[src/rtl/alut_mem_arb.sv]
// Arbitrates the add and age requesters onto one ALUT RAM port, with lock for read-modify-write.
// Latency: grant is combinational, the RAM access is registered one cycle later, read data returns two cycles after grant.
// Backpressure: a requester holds its request until granted; age gets priority after MAX_WAIT denied cycles.
module alut_mem_arb #(
  parameter int DW       = 83,
  parameter int AW       = 8,
  parameter int MAX_WAIT = 4
) (
  input  logic          pclk,
  input  logic          p_reset,
  input  logic          add_req,
  input  logic          add_lock,
  input  logic          add_we,
  input  logic [AW-1:0] add_addr,
  input  logic [DW-1:0] add_wdata,
  output logic          add_gnt,
  output logic          add_rvalid,
  output logic [DW-1:0] add_rdata,
  input  logic          age_req,
  input  logic          age_lock,
  input  logic          age_we,
  input  logic [AW-1:0] age_addr,
  input  logic [DW-1:0] age_wdata,
  output logic          age_gnt,
  output logic          age_rvalid,
  output logic [DW-1:0] age_rdata,
  output logic          mem_en,
  output logic          mem_we,
  output logic [AW-1:0] mem_addr,
  output logic [DW-1:0] mem_wdata,
  input  logic [DW-1:0] mem_rdata,
  output logic          age_boost
);

  typedef enum logic [1:0] {IDLE, LOCK_ADD, LOCK_AGE} state_t;

  typedef struct packed {
    logic          we;
    logic [AW-1:0] addr;
    logic [DW-1:0] wdata;
  } acc_t;

  localparam logic [2:0] WAIT_MAX = 3'(MAX_WAIT);

  state_t        state;
  state_t        state_nxt;
  logic [2:0]    wait_cnt;
  acc_t          acc_sel;
  logic          any_gnt;
  logic          rd_add_q;
  logic          rd_age_q;
  logic [DW-1:0] add_rdata_q;
  logic [DW-1:0] age_rdata_q;

  assign age_boost = (wait_cnt == WAIT_MAX);
  assign any_gnt   = add_gnt | age_gnt;

  // A lock reserves exactly one following cycle; the locked requester may leave it unused.
  always_comb begin
    add_gnt   = 1'b0;
    age_gnt   = 1'b0;
    state_nxt = IDLE;
    if (!p_reset) begin
      case (state)
        IDLE: begin
          if (age_req && (age_boost || !add_req)) begin
            age_gnt = 1'b1;
            if (age_lock) state_nxt = LOCK_AGE;
          end else if (add_req) begin
            add_gnt = 1'b1;
            if (add_lock) state_nxt = LOCK_ADD;
          end
        end
        LOCK_ADD: add_gnt = add_req;
        LOCK_AGE: age_gnt = age_req;
        default:  state_nxt = IDLE;
      endcase
    end
  end

  always_ff @(posedge pclk or posedge p_reset) begin
    if (p_reset) state <= IDLE;
    else         state <= state_nxt;
  end

  always_ff @(posedge pclk or posedge p_reset) begin
    if (p_reset) begin
      wait_cnt <= 3'd0;
    end else if (age_req && !age_gnt) begin
      if (wait_cnt != WAIT_MAX) wait_cnt <= wait_cnt + 3'd1;
    end else begin
      wait_cnt <= 3'd0;
    end
  end

  assign acc_sel = age_gnt ? acc_t'{age_we, age_addr, age_wdata}
                           : acc_t'{add_we, add_addr, add_wdata};

  always_ff @(posedge pclk or posedge p_reset) begin
    if (p_reset) begin
      mem_en    <= 1'b0;
      mem_we    <= 1'b0;
      mem_addr  <= '0;
      mem_wdata <= '0;
    end else begin
      mem_en <= any_gnt;
      mem_we <= any_gnt & acc_sel.we;
      if (any_gnt) begin
        mem_addr  <= acc_sel.addr;
        mem_wdata <= acc_sel.wdata;
      end
    end
  end

  // Read ownership follows the access through the RAM's one-cycle read latency.
  always_ff @(posedge pclk or posedge p_reset) begin
    if (p_reset) begin
      rd_add_q    <= 1'b0;
      rd_age_q    <= 1'b0;
      add_rvalid  <= 1'b0;
      age_rvalid  <= 1'b0;
      add_rdata_q <= '0;
      age_rdata_q <= '0;
    end else begin
      rd_add_q   <= add_gnt & ~add_we;
      rd_age_q   <= age_gnt & ~age_we;
      add_rvalid <= rd_add_q;
      age_rvalid <= rd_age_q;
      if (add_rvalid) add_rdata_q <= mem_rdata;
      if (age_rvalid) age_rdata_q <= mem_rdata;
    end
  end

  assign add_rdata = add_rvalid ? mem_rdata : add_rdata_q;
  assign age_rdata = age_rvalid ? mem_rdata : age_rdata_q;

endmodule

[config.mk]
export PLATFORM = sky130hd
export DESIGN_NAME = alut_mem_arb
export DESIGN_NICKNAME = d
export VERILOG_FILES = /design/src/rtl/alut_mem_arb.sv
export SDC_FILE = /design/constraint.sdc
export NUM_CORES = 1
export LEC_CHECK = 0
export BUFFER_PORTS_ARGS = -buffer_cell sky130_fd_sc_hd__buf_4
export CAP_MARGIN = 20
export CORE_AREA = 8 8 202 204
export CTS_CLUSTER_SIZE = 28
export DETAILED_ROUTE_END_ITERATION = 10
export DIE_AREA = 0 0 210 212
export PLACE_DENSITY = 0.58
export SLEW_MARGIN = 15
export SYNTH_ARGS = -nofsm -noshare
export SYNTH_HDL_FRONTEND = slang
export SYNTH_SLANG_ARGS = --single-unit
[constraint.sdc]
create_clock -name pclk -period 10.8 [get_ports pclk]
set_clock_uncertainty 0.05 [all_clocks]
set_input_delay 2.16 -clock pclk [delete_from_list [all_inputs] [get_ports pclk]]
set_output_delay 2.16 -clock pclk [all_outputs]
set_load 0.05 [all_outputs]
==> results.ini <==
[die]
die_w_um = 210
io_pins = 537
rows = 72
die_y_um = 212
dieArea_um2 = 44520
start_util_pct = 27.99
core_um2 = 37930

[synthesis]
synth-xor-area-share_pct = 0.08250
ys_ff_latch = 268
postSynthAreaPerCell_um2 = 11.96
synthTopCellsByArea = dfrtp_1, mux2_2, nand2_1
ys_types = 21
yosys.area.top_type = dfrtp_1
ys_top_cells_by_count = dfrtp_1, nand2_1, mux2_2
synth_edf_count = 0
synth_top_family_by_area = multiplexers
synth_fp_nets = 1163
synth_top_area_share_pct = 63.17
synth_compound_area_share_pct = 5.846
synthCells = 888
muxShareOfSynthArea_pct = 17.61
synth-simple-area-share_pct = 10.34
yosys_warnings = 0
synth_seq_area_share_pct = 63.17
async_reset_ff_share_pct = 100.0
yosys.cell_count.top_type = dfrtp_1
synth_adder_area_share_pct = 0.2357
synthFlopType = dfrtp_1
syn_area_um2 = 10620

[worst_setup_path]
path_class = input pin to primary output
cp_cell_sequence = buf_4, nand2b_1, a311o_2, inv_2, buf_4
worstSetupStartpoint = age_req
crit_slowest_cell = a311o_2
crit_path_frequent_cell = buf_4
cp.arrival_ns = 3.14
cp-start-kind = input pin
max_stage_delay_ns = 0.41
r2r-start = state[1]$_DFF_PP0_
path_depth = 5
rrSetupSlack_ns = 7.88
cp_max_fo = 4
reg2reg_depth = 5
critPathTopFamily = buffers and inverters
cp-end-kind = primary output
required_ns = 8.59
path_buf_inv = 3

[min_path]
min_path_cells = 0
min-delay-start = rd_age_q$_DFF_PP0_
min_path_type = register to register

[layout]
final_layout_size_suffix_gt1_share_pct = 53.26
syn2layout_area_growth_pct = 51.41
finalNonFillerCells = 1944
final_util_pct = 42.38
nNetsFinal = 1681
finalInstanceArea_um2 = 16070

[placement]
gp_congestion = 0.8154
io_buffers = 536
dpl_worst_slack_ns = 5.450
placed_cells = 1892
dp_hpwl_um = 28650
placedInstanceArea_um2 = 15110

[drt]
dr.pass1.iters = 6
num_vias = 8689
routed_wl_um = 37540
wl_met1_um = 14730
highest_layer = met4
drt_iter0_drc = 383
drt-vias-per-instance = 4.470
drc = 0
wl_met3_um = 3508
wl_met2_um = 18230
wl_per_cell_um = 19.31
ant_nets = 0

[clock_network]
cts-root-buf = clkbuf_16
post_cts_buffers = 0
clk-insertion-delay-late_ns = 0.55
numCtsBuffers = 30
clockBufferDepth = 3
clock_sinks = 268
cts_resized = 0
tritoncts = built
htreeDepth = 1
cts.clk_slew.worst_paths_ns = 0.06
hold_buffers = 0

[global_route]
grtUsageTotal_pct = 16.05
overflow = 0
antenna_found_initial = 1
grt_pass1_wl_um = 56500
grt_pass1_vias = 9390
grt_max_degree = 132

[timing]
setup_violations = 0
final.period_utilization_pct = 49.57
slew_headroom_pct = 30.55
rsz0062_at_grt = no
finalMaxSlewViolations = 0
hold_viol = 0
finalCriticalPeriod_ns = 5.353
worst_slack_ns = 5.447
tightest_slew_ns = 1.042
clock.fmax_ghz = 0.1868
tns_ns = 0

[pwr]
power.leakage_nw = 7.628
power_density_nw_per_um2 = 239.7
worst_ir_drop_vdd_uv = 126.0

[run_status]
status = finished, final reports clean

[job]
cap_viol_max_count = 0

## through the flow
| step | hold slack, ns | total power [mW] |
|---|---|---|
| 2_1_floorplan | 0.2812 | 2.351 |
| 3_3_place_gp | 0.2833 | 2.871 |
| 3_5_place_dp | 0.2951 | 2.893 |
| 4_1_cts | 0.3081 | 3.912 |
| 5_1_grt | 0.3161 | 4.028 |
| 6_report | 0.3057 | 3.853 |
## final timing paths
check                                       endpoint
max                                          age_gnt
max reg2reg                mem_wdata[36]$_DFFE_PP0P_
min in group asynchronous           mem_en$_DFF_PP0_
min reg2reg                     age_rvalid$_DFF_PP0_
max in group asynchronous  age_rdata_q[32]$_DFF_PP0_
min                             age_rvalid$_DFF_PP0_
## logic make-up (layout without fill, tap and decap cells)
kind of cell / count (synthesis) / after routing
xor+xnor: 1 / 1
flops: 268 / 268
other cells: 0 / 1
fa+ha+maj: 2 / 2
compound gates: 98 / 98
buf+inv: 64 / 601
simple gates: 289 / 289
mux: 166 / 166
## where the power goes
part           internal, mW  switching, mW
clock network         0.601          0.398
logic                 0.488           1.09
registers              1.21         0.0675
## cell usage in the layout (no fill, tap or decap), drive strengths merged, types with 3 or more instances in the layout
cell type / Yosys / layout
clkinv: 0 / 4
clkbuf: 31 / 44
buf: 27 / 544
nand2: 188 / 188
nor2: 95 / 95
mux2: 166 / 166
nand2b: 3 / 3
dfrtp: 268 / 268
a21oi: 3 / 3
inv: 6 / 6
a31oi: 91 / 91
## state kept, by name (all words and copies together) (netlist names)
name         count
add_rdata_q     83
rd_age_q         1
add_rvalid       1
mem_we           1
age_rvalid       1
rd_add_q         1
mem_en           1
mem_wdata       83
state            2
wait_cnt         3
age_rdata_q     83
mem_addr         8
## layout make-up
cell class              instances  area, um^2
repair buffers                544        4084
fillers                      3672       21850
diodes                          1       2.502
clock buffers                  44       874.6
clock inverters                 7       87.58
multi-input cells             556        3633
inverters                       6       30.03
well taps                     518       648.1
flip-flops and latches        268        6714
## per-layer routing
layer	GRT usage, %	vias to the layer above
met4	5.249	0
met1	18.68	4206
met2	27.39	382
li1	-	4047
met3	5.734	54
met5	0	-
Note: power is estimated with default switching activity, not from simulation.
